===== src/rtl/clint_ctrl_pkg.sv =====
// Shared constants and types for the core-local trap sequencer (clint_ctrl).
package clint_ctrl_pkg;

  localparam int unsigned CSR_AW  = 12;
  localparam int unsigned CAUSE_W = 32;

  // CSR addresses
  localparam logic [CSR_AW-1:0] CSR_MSTATUS = 12'h300;
  localparam logic [CSR_AW-1:0] CSR_MIE     = 12'h304;
  localparam logic [CSR_AW-1:0] CSR_MTVEC   = 12'h305;
  localparam logic [CSR_AW-1:0] CSR_MEPC    = 12'h341;
  localparam logic [CSR_AW-1:0] CSR_MCAUSE  = 12'h342;

  // mcause values
  localparam logic [CAUSE_W-1:0] CAUSE_EXT   = 32'h8000_000B;
  localparam logic [CAUSE_W-1:0] CAUSE_TIMER = 32'h8000_0007;
  localparam logic [CAUSE_W-1:0] CAUSE_ECALL = 32'h0000_000B;

  // mstatus / mie bit positions
  localparam int unsigned MIE_BIT  = 3;
  localparam int unsigned MPIE_BIT = 7;
  localparam int unsigned MEIE_BIT = 11;
  localparam int unsigned MTIE_BIT = 7;

  // Sequencer states
  typedef enum logic [2:0] {
    ST_IDLE        = 3'd0,
    ST_SAVE_MEPC   = 3'd1,
    ST_SAVE_CAUSE  = 3'd2,
    ST_SAVE_STATUS = 3'd3,
    ST_TRAP        = 3'd4,
    ST_MRET_STATUS = 3'd5,
    ST_MRET_JUMP   = 3'd6
  } state_e;

  // Decision produced by the request arbiter in IDLE
  typedef struct packed {
    logic               accept;
    logic               is_mret;
    logic               use_jump;
    logic [CAUSE_W-1:0] cause;
  } trap_req_t;

endpackage


===== src/rtl/clint_ctrl_cause_sel.sv =====
// Request arbiter: picks mret > ecall > ext > timer and reports cause and mepc source.
module clint_ctrl_cause_sel
  import clint_ctrl_pkg::*;
#(
  parameter int unsigned DATA_WIDTH = 32
) (
  input  logic                  mret_i,
  input  logic                  ecall_i,
  input  logic                  irq_ext_i,
  input  logic                  irq_timer_i,
  input  logic                  jump_enable_i,
  input  logic                  stall_busy_i,
  input  logic [DATA_WIDTH-1:0] mstatus_i,
  input  logic [DATA_WIDTH-1:0] mie_i,
  output trap_req_t             req_c
);

  logic glb_en;
  logic ext_ok;
  logic tmr_ok;
  logic unused_bits;

  assign glb_en = mstatus_i[MIE_BIT];
  // Async interrupts need global + local enable and an unstalled pipeline
  assign ext_ok = irq_ext_i   & glb_en & mie_i[MEIE_BIT] & ~stall_busy_i;
  assign tmr_ok = irq_timer_i & glb_en & mie_i[MTIE_BIT] & ~stall_busy_i;

  assign unused_bits = ^{mstatus_i[DATA_WIDTH-1:MIE_BIT+1], mstatus_i[MIE_BIT-1:0],
                         mie_i[DATA_WIDTH-1:MEIE_BIT+1], mie_i[MEIE_BIT-1:MTIE_BIT+1],
                         mie_i[MTIE_BIT-1:0]};

  // Fixed-priority selection
  always_comb begin
    req_c = '0;
    if (mret_i) begin
      req_c.accept  = 1'b1;
      req_c.is_mret = 1'b1;
    end else if (ecall_i) begin
      req_c.accept = 1'b1;
      req_c.cause  = CAUSE_ECALL;
    end else if (ext_ok) begin
      req_c.accept   = 1'b1;
      req_c.cause    = CAUSE_EXT;
      req_c.use_jump = jump_enable_i;
    end else if (tmr_ok) begin
      req_c.accept   = 1'b1;
      req_c.cause    = CAUSE_TIMER;
      req_c.use_jump = jump_enable_i;
    end
  end

endmodule


===== src/rtl/clint_ctrl.sv =====
// Core-local trap sequencer: saves mepc/mcause/mstatus, then redirects to the trap
// vector; mret restores mstatus and redirects to mepc.
// Optional feature macro: CLINT_VECTORED_EN (vectored mtvec mode for async causes).
module clint_ctrl
  import clint_ctrl_pkg::*;
#(
  parameter int unsigned ADDR_WIDTH = 32,
  parameter int unsigned DATA_WIDTH = 32
) (
  input  logic                  clk_i,
  input  logic                  rst_n_i,
  input  logic                  irq_ext_i,
  input  logic                  irq_timer_i,
  input  logic                  ecall_i,
  input  logic                  mret_i,
  input  logic [ADDR_WIDTH-1:0] id_pc_i,
  input  logic                  jump_enable_i,
  input  logic [ADDR_WIDTH-1:0] jump_addr_i,
  input  logic                  stall_busy_i,
  input  logic [DATA_WIDTH-1:0] csr_mstatus_i,
  input  logic [DATA_WIDTH-1:0] csr_mie_i,
  input  logic [DATA_WIDTH-1:0] csr_mtvec_i,
  input  logic [DATA_WIDTH-1:0] csr_mepc_i,
  output logic                  csr_we_o,
  output logic [CSR_AW-1:0]     csr_waddr_o,
  output logic [DATA_WIDTH-1:0] csr_wdata_o,
  output logic                  hold_o,
  output logic                  interrupt_enable_o,
  output logic [ADDR_WIDTH-1:0] int_addr_o
);

  state_e                 state_q;
  state_e                 state_d;
  trap_req_t              req_c;
  logic [DATA_WIDTH-1:0]  cause_q;
  logic [ADDR_WIDTH-1:0]  target_q;
  logic [ADDR_WIDTH-1:0]  mepc_sel_c;
  logic [ADDR_WIDTH-1:0]  base_c;
  logic [ADDR_WIDTH-1:0]  target_c;
  logic                   trap_accept_c;

  logic                   csr_we_d;
  logic [CSR_AW-1:0]      csr_waddr_d;
  logic [DATA_WIDTH-1:0]  csr_wdata_d;
  logic                   int_en_d;
  logic [ADDR_WIDTH-1:0]  int_addr_d;

  // mstatus on trap entry: MPIE <- MIE, MIE <- 0
  function automatic logic [DATA_WIDTH-1:0] status_on_trap(input logic [DATA_WIDTH-1:0] s);
    logic [DATA_WIDTH-1:0] r;
    r           = s;
    r[MPIE_BIT] = s[MIE_BIT];
    r[MIE_BIT]  = 1'b0;
    return r;
  endfunction

  // mstatus on mret: MIE <- MPIE, MPIE <- 1
  function automatic logic [DATA_WIDTH-1:0] status_on_mret(input logic [DATA_WIDTH-1:0] s);
    logic [DATA_WIDTH-1:0] r;
    r           = s;
    r[MIE_BIT]  = s[MPIE_BIT];
    r[MPIE_BIT] = 1'b1;
    return r;
  endfunction

  clint_ctrl_cause_sel #(
    .DATA_WIDTH (DATA_WIDTH)
  ) u_cause_sel (
    .mret_i        (mret_i),
    .ecall_i       (ecall_i),
    .irq_ext_i     (irq_ext_i),
    .irq_timer_i   (irq_timer_i),
    .jump_enable_i (jump_enable_i),
    .stall_busy_i  (stall_busy_i),
    .mstatus_i     (csr_mstatus_i),
    .mie_i         (csr_mie_i),
    .req_c         (req_c)
  );

  assign mepc_sel_c    = req_c.use_jump ? jump_addr_i : id_pc_i;
  assign base_c        = {csr_mtvec_i[ADDR_WIDTH-1:2], 2'b00};
  assign trap_accept_c = (state_q == ST_IDLE) && req_c.accept && !req_c.is_mret;

`ifdef CLINT_VECTORED_EN
  // Vectored mode only offsets asynchronous causes
  always_comb begin
    target_c = base_c;
    if ((csr_mtvec_i[1:0] == 2'b01) && req_c.cause[CAUSE_W-1]) begin
      target_c = base_c + ADDR_WIDTH'({req_c.cause[3:0], 2'b00});
    end
  end
`else
  logic unused_mode;
  assign unused_mode = ^csr_mtvec_i[1:0];
  assign target_c    = base_c;
`endif

  // Stall the pipeline from the accept cycle until the redirect beat
  assign hold_o = (state_q == ST_IDLE) ? req_c.accept
                                       : ((state_q != ST_TRAP) && (state_q != ST_MRET_JUMP));

  // State, trap latches and registered outputs
  always_ff @(posedge clk_i or negedge rst_n_i) begin
    if (!rst_n_i) begin
      state_q            <= ST_IDLE;
      cause_q            <= '0;
      target_q           <= '0;
      csr_we_o           <= 1'b0;
      csr_waddr_o        <= '0;
      csr_wdata_o        <= '0;
      interrupt_enable_o <= 1'b0;
      int_addr_o         <= '0;
    end else begin
      state_q            <= state_d;
      csr_we_o           <= csr_we_d;
      csr_waddr_o        <= csr_waddr_d;
      csr_wdata_o        <= csr_wdata_d;
      interrupt_enable_o <= int_en_d;
      int_addr_o         <= int_addr_d;
      if (trap_accept_c) begin
        cause_q  <= DATA_WIDTH'(req_c.cause);
        target_q <= target_c;
      end
    end
  end

  // Next state and next registered outputs
  always_comb begin
    state_d     = state_q;
    csr_we_d    = 1'b0;
    csr_waddr_d = '0;
    csr_wdata_d = '0;
    int_en_d    = 1'b0;
    int_addr_d  = '0;
    case (state_q)
      ST_IDLE: begin
        if (req_c.accept) begin
          csr_we_d = 1'b1;
          if (req_c.is_mret) begin
            state_d     = ST_MRET_STATUS;
            csr_waddr_d = CSR_MSTATUS;
            csr_wdata_d = status_on_mret(csr_mstatus_i);
          end else begin
            state_d     = ST_SAVE_MEPC;
            csr_waddr_d = CSR_MEPC;
            csr_wdata_d = DATA_WIDTH'(mepc_sel_c);
          end
        end
      end
      ST_SAVE_MEPC: begin
        state_d     = ST_SAVE_CAUSE;
        csr_we_d    = 1'b1;
        csr_waddr_d = CSR_MCAUSE;
        csr_wdata_d = cause_q;
      end
      ST_SAVE_CAUSE: begin
        state_d     = ST_SAVE_STATUS;
        csr_we_d    = 1'b1;
        csr_waddr_d = CSR_MSTATUS;
        csr_wdata_d = status_on_trap(csr_mstatus_i);
      end
      ST_SAVE_STATUS: begin
        state_d    = ST_TRAP;
        int_en_d   = 1'b1;
        int_addr_d = target_q;
      end
      ST_TRAP: begin
        state_d = ST_IDLE;
      end
      ST_MRET_STATUS: begin
        state_d    = ST_MRET_JUMP;
        int_en_d   = 1'b1;
        int_addr_d = csr_mepc_i[ADDR_WIDTH-1:0];
      end
      ST_MRET_JUMP: begin
        state_d = ST_IDLE;
      end
      default: begin
        state_d = ST_IDLE;
      end
    endcase
  end

endmodule

===== config.mk =====
export PLATFORM = sky130hd
export DESIGN_NAME = clint_ctrl
export DESIGN_NICKNAME = d
export VERILOG_FILES = /design/src/rtl/clint_ctrl_pkg.sv /design/src/rtl/clint_ctrl_cause_sel.sv /design/src/rtl/clint_ctrl.sv
export SDC_FILE = /design/constraint.sdc
export NUM_CORES = 1
export LEC_CHECK = 0
export BUFFER_PORTS_ARGS = -buffer_cell sky130_fd_sc_hd__buf_2
export CORE_AREA = 2 2 109 111
export DETAILED_ROUTE_END_ITERATION = 12
export DIE_AREA = 0 0 111 113
export GPL_ROUTABILITY_DRIVEN = 1
export GPL_TIMING_DRIVEN = 0
export HOLD_SLACK_MARGIN = 0.1
export PLACE_DENSITY_LB_ADDON = 0.08
export SKIP_CTS_REPAIR_TIMING = 1
export SKIP_LAST_GASP = 1
export SYNTH_ARGS = -nofsm -noshare
export SYNTH_HDL_FRONTEND = slang
export SYNTH_SLANG_ARGS = --single-unit

===== constraint.sdc =====
create_clock -name clk_i -period 4.23 [get_ports clk_i]
set_clock_uncertainty 0.05 [all_clocks]
set_input_delay 0.846 -clock clk_i [delete_from_list [all_inputs] [get_ports clk_i]]
set_output_delay 0.846 -clock clk_i [all_outputs]
set_load 0.02 [all_outputs]

# Yosys cells after proc, flatten, opt, wreduce, memory -nomap -nowiden
# Index checks and enable logic that the tools add are counted.
classes:
  n_eq_ne: 7
  n_shift: 0
  magnitude_cmp: 0
  bitwise_logic: 7
  n_mux: 25
  multipliers: 0
  n_div: 0
  addsub: 0
  reduce_logical: 7
op_table:
  columns: ["op", "count"]
  rows:
  - ["two-way mux 32 bit", 4]
  - ["two-way mux 33 bit", 3]
  - ["case mux 32 bit (3 select lines)", 1]
  - ["case mux 32 bit (2 select lines)", 1]
  - ["case mux 10 bit (3 select lines)", 1]
  - ["case mux 3 bit (5 select lines)", 1]
  - ["two-way mux 10 bit", 1]
  - ["two-way mux 1 bit", 9]
  - ["two-way mux 7 bit", 1]
  - ["bitwise AND 1 bit", 6]
  - ["equality test 3 x 2 -> 1 bit, second input constant", 2]
  - ["two-way mux 3 bit", 2]
  - ["inequality test 3 bit, second input constant", 2]
  - ["OR reduction 2 bit", 2]
  - ["equality test 3 x 1 -> 1 bit, second input constant", 1]
  - ["equality test 3 bit, second input constant", 1]
  - ["logical AND 1 bit", 3]
  - ["logical NOT 3 bit", 1]
  - ["inequality test 2 bit, second input constant", 1]
  - ["case mux 1 bit (2 select lines)", 1]
  - ["logical NOT 1 bit", 1]
  - ["NOT 1 bit", 1]
totals:
  ff_bits: 143
  latch_bits: 0
  rom_bits: 0
  out_inout_bits: 79
  word_cells: 54
  mem_count: 0
  ramBits: 0

# Logic depth before layout (Yosys ltp)
logic_depth:
  word_depth: 11
  ltp_mapped: 7

# By module
# A second synthesis with hierarchy kept.
unflattened:
  hier_cells: 466
  hier_area_um2: 6402.4
by_module_without_submodules:
  columns: ["mod", "seq_area_each_um2", "cells_per_inst", "n_inst", "area_per_inst_um2"]
  rows:
  - ["clint_ctrl", 3353.2, 422, 1, 6080.8]
  - ["clint_ctrl_cause_sel", 0.0, 44, 1, 321.6]

# Worst setup path after synthesis
# No wires, ideal clock.
synth_timing:
  path_type: "input to output"
  from: "input csr_mie_i[7]"
  to: "output hold_o"
  arrival_time_ns: 1.610
  path_slack_ns: 1.724
  cell_stages: 4
  cell_sequence: "a22oi_1 nor2_1 o31ai_1 nand2_1"
synth_via:
  elab_chain_len: 7
synth_rtl:
  columns: ["item", "line_no", "text"]
  rows:
  - ["start: declaration", "clint_ctrl.sv:21", "input logic [DATA_WIDTH-1:0] csr_mie_i,"]
  - ["bitwise AND 1 bit (2 in series)", "clint_ctrl_cause_sel.sv:26", "assign tmr_ok = irq_timer_i & glb_en & mie_i[MTIE_BIT] & ~stall_busy_i;"]
  - ["two-way mux 1 bit", "clint_ctrl_cause_sel.sv:45", "end else if (tmr_ok) begin"]
  - ["two-way mux 1 bit", "clint_ctrl_cause_sel.sv:41", "end else if (ext_ok) begin"]
  - ["two-way mux 1 bit", "clint_ctrl_cause_sel.sv:38", "end else if (ecall_i) begin"]
  - ["two-way mux 1 bit", "clint_ctrl_cause_sel.sv:35", "if (mret_i) begin"]
  - ["two-way mux 1 bit", "clint_ctrl.sv:99", "assign hold_o = (state_q == ST_IDLE) ? req_c.accept"]
  - ["end: declaration", "clint_ctrl.sv:27", "output logic hold_o,"]
# No other way between the ends.

# Worst setup path after layout
# Same ends and word-level chain as after synthesis.

==> flow_summary.ini <==
[timing]
hold_viol_final = 0
min_period_ns = 2.884
post-route-worst-setup-slack_ns = 1.346
timing_max_transition_violations_final = 0
fin_setup_tns_ns = 0
setup-violations-final = 0
layout_worst_path_cycle_share = 0.6818
setup_repair_after_global_routing_missed_its_margin = false
max_clock_freq_mhz = 346.7
worst-slew-pin-transition_ns = 0.5066
slew_headroom = 0.6623

[die]
std_cell_rows = 39
start_util = 0.3999
chipHeight_um = 113
die-area_um2 = 12540
boundaryPins = 279
die_width_um = 111
core-area_um2 = 11270

[global_route]
maximum_number_of_pins_on_one_net_before_global_route_repair = 72
global_route.overflow_total = 0
track_usage = 0.1865
grt_pass1_wl_um = 18250
via_count_of_the_first_global_routing_pass = 3650
grt_antenna_before_repair = 0

[clock_network]
clkSlewWorstSetupHoldPaths_ns = 0.07
cts_inserted_buffers = 9
source_to_sink_clock_delay_at_the_later_pin_of_the_worst_skew_pair_ns = 0.34
clock_sink_count = 106
cts_max_path_buffers = 2
cts_root_buf = sky130_fd_sc_hd__clkbuf_16
cts_tree = built
clock_tree.htree_level_count = 3

[drt]
final_routed_wire_length_divided_by_cell_count_um = 15.79
drc = 0
final_antenna_net_count = 0
first_iter_violations = 155
drt_pre_antenna_iters = 4
post_drt_via_cell_ratio = 4.800
postRouteWirelength_um = 11680
vias = 3552

[pwr]
power.combinational.fraction = 0.394
power_switching_mw = 1.345
power_frac_seq = 0.407
power.internal_mw = 2.495
ir_worst_vdd_uv = 264.1
power.clock.fraction = 0.198
power_per_cell_area_nw_per_um2 = 619.8
switching_share = 0.3503
cellLeakagePower_nw = 3.358

[final_layout]
area_taken_by_multi_input_logic_gates_um2 = 1673
area_growth_syn_to_layout_pct = 37.44
num-nets-final = 792
layout.cells.non_filler = 740
fin_area_um2 = 6196
register_area_um2 = 2653
share_of_post_route_cells_with_drive_strength_above_1 = 0.5209
post_route_core_utilization = 0.5497
nFillCells = 1010
diodes = 0

[job]
timing.max_cap.violations = 0

[worst_setup_path]
arrival_time_at_the_worst_endpoint_ns = 1.99
setup.worst_path.end_class = output pin
worst_ep_required_time_ns = 3.33
worstPathMaxFanout = 6
timing.setup.critical_path_class = input port to output pin
worstSetupStartpointType = input port

[yosys]
synth_edf_count = 0
leading_cell_types_by_total_area_after_synthesis = sky130_fd_sc_hd__dfrtp_1 (59%), sky130_fd_sc_hd__mux2_4 (10%), sky130_fd_sc_hd__a22o_1 (6.6%), sky130_fd_sc_hd__mux2i_1 (6.2%), sky130_fd_sc_hd__nand2_1 (2.5%)
dominant_cell_type_by_area_after_synthesis = sky130_fd_sc_hd__dfrtp_1
synth_ff_type = sky130_fd_sc_hd__dfrtp_1
post_synth_inst_count = 336
synth_sequential_area_ratio = 0.5884
yosys_register_bits = 106
yosys_warnings = 0
syn-cell-area_um2 = 4508
ys_top_cells_by_count = sky130_fd_sc_hd__dfrtp_1 (106), sky130_fd_sc_hd__a22o_1 (34), sky130_fd_sc_hd__mux2_4 (30), sky130_fd_sc_hd__nand2_1 (30), sky130_fd_sc_hd__mux2i_1 (28)
synth_cell_types = 37
synth.top_cell.area_share = 0.5884
post_synthesis_mean_instance_area_um2 = 13.42
synthArstFlopShare = 1.000
yosysMostFrequentCell = sky130_fd_sc_hd__dfrtp_1

[placement]
area_after_dpl_um2 = 5931
hpwlAfterDp_um = 8942
gpl.final_weighted_congestion = 0.7671
placed_cells_incl_taps = 724
port-buffer-count = 238
place_ws_ns = 1.362

[run_status]
outcome = finished clean

[worst_hold_path]
worstHoldPathType = input port to async pin
==> metrics by stage <==
stage | hold slack (ns) | power, mW
finish | 0.4081 | 3.840
CTS | 0.4168 | 3.897
floorplan | 0.3966 | 2.591
global placement | 0.4204 | 3.075
global route | 0.4417 | 4.078
detailed placement | 0.4190 | 3.120
==> final timing paths <==
path | start | depth (start not counted) | endpoint | slack, ns
worst max register to register | state_q[0] | 7 | csr_wdata_o[19] | 2.28
worst min-delay path | rst_n_i | 1 | int_addr_o[16] | 0.41
worst min register to register | cause_q[2] | 2 | cause_q[2] | 0.44
worst max-delay path | csr_mie_i[7] | 6 | hold_o | 1.35
max in group asynchronous | rst_n_i | 2 | csr_wdata_o[22] | 3.00
min in group clk_i | cause_q[2] | 2 | cause_q[2] | 0.44
==> cell usage in the layout (no fill, tap or decap), types with 2 or more instances in the layout <==
master / count
sky130_fd_sc_hd__buf_2: 245
sky130_fd_sc_hd__dfrtp_1: 106
sky130_fd_sc_hd__a22o_1: 34
sky130_fd_sc_hd__nand2_1: 30
sky130_fd_sc_hd__mux2_4: 30
sky130_fd_sc_hd__mux2i_1: 28
sky130_fd_sc_hd__o21ai_0: 18
sky130_fd_sc_hd__clkbuf_1: 13
sky130_fd_sc_hd__buf_4: 11
sky130_fd_sc_hd__o21ai_1: 9
sky130_fd_sc_hd__clkbuf_16: 9
sky130_fd_sc_hd__conb_1: 7
sky130_fd_sc_hd__nand2b_1: 5
sky130_fd_sc_hd__a221o_1: 5
sky130_fd_sc_hd__nor2_1: 4
sky130_fd_sc_hd__a21oi_1: 4
sky130_fd_sc_hd__buf_6: 4
sky130_fd_sc_hd__o21a_1: 3
sky130_fd_sc_hd__nor3_1: 3
sky130_fd_sc_hd__a22oi_1: 2
sky130_fd_sc_hd__and3_1: 2
sky130_fd_sc_hd__nor3b_2: 2
sky130_fd_sc_hd__inv_1: 2
sky130_fd_sc_hd__and2_1: 2
sky130_fd_sc_hd__clkinvlp_4: 2
==> registers in the layout, indices dropped and copies added, names as in the netlist <==
signal / cells
cause_q: 4
csr_waddr_o: 4
csr_wdata_o: 32
int_addr_o: 32
interrupt_enable_o: 1
state_q: 3
target_q: 30
==> layout make-up <==
| type | count | share of cell area |
|---|---|---|
| Clock inverter | 4 | 0.004645 |
| Buffer | 32 | 0.03191 |
| Sequential cell | 106 | 0.4281 |
| Clock buffer | 12 | 0.03817 |
| Inverter | 2 | 0.001212 |
| Timing Repair Buffer | 239 | 0.1971 |
| Tap cell | 143 | 0.02888 |
| Multi-Input combinational cell | 202 | 0.2700 |
==> power by group through the flow <==
stage	combinational [mW]	clock (mW)	sequential (mW)
finish	1.51	0.761	1.56
global placement	1.51	0	1.57
detailed placement	1.53	0	1.59
floorplan	0.749	0	1.84
CTS	1.54	0.786	1.57
global route	1.64	0.826	1.61
==> cell families after synthesis <==
logic type / Yosys count / synth area share
xor gates and xnor gates: 1 / 0.001943
other: 1 / 0.0008318
buffers and inverters: 34 / 0.04552
and+or+nand+nor: 53 / 0.06217
muxes: 59 / 0.1646
DFF: 106 / 0.5884
AOI/OAI and AO/OA: 82 / 0.1366
==> metal layers <==
layer / part of all wire / track usage
met1: 0.40 / 0.2309
met2: 0.49 / 0.3072
met3: 0.082 / 0.05249
met4: 0.022 / 0.08250
met5: 0 / 0
==> critical path: stages <==
cell,delay [ns]
sky130_fd_sc_hd__buf_2,0.11
sky130_fd_sc_hd__a22oi_1,0.27
sky130_fd_sc_hd__nor2_1,0.18
sky130_fd_sc_hd__o31ai_1,0.29
sky130_fd_sc_hd__nand2_1,0.11
sky130_fd_sc_hd__buf_2,0.18
(Power assumes the default switching activity.)
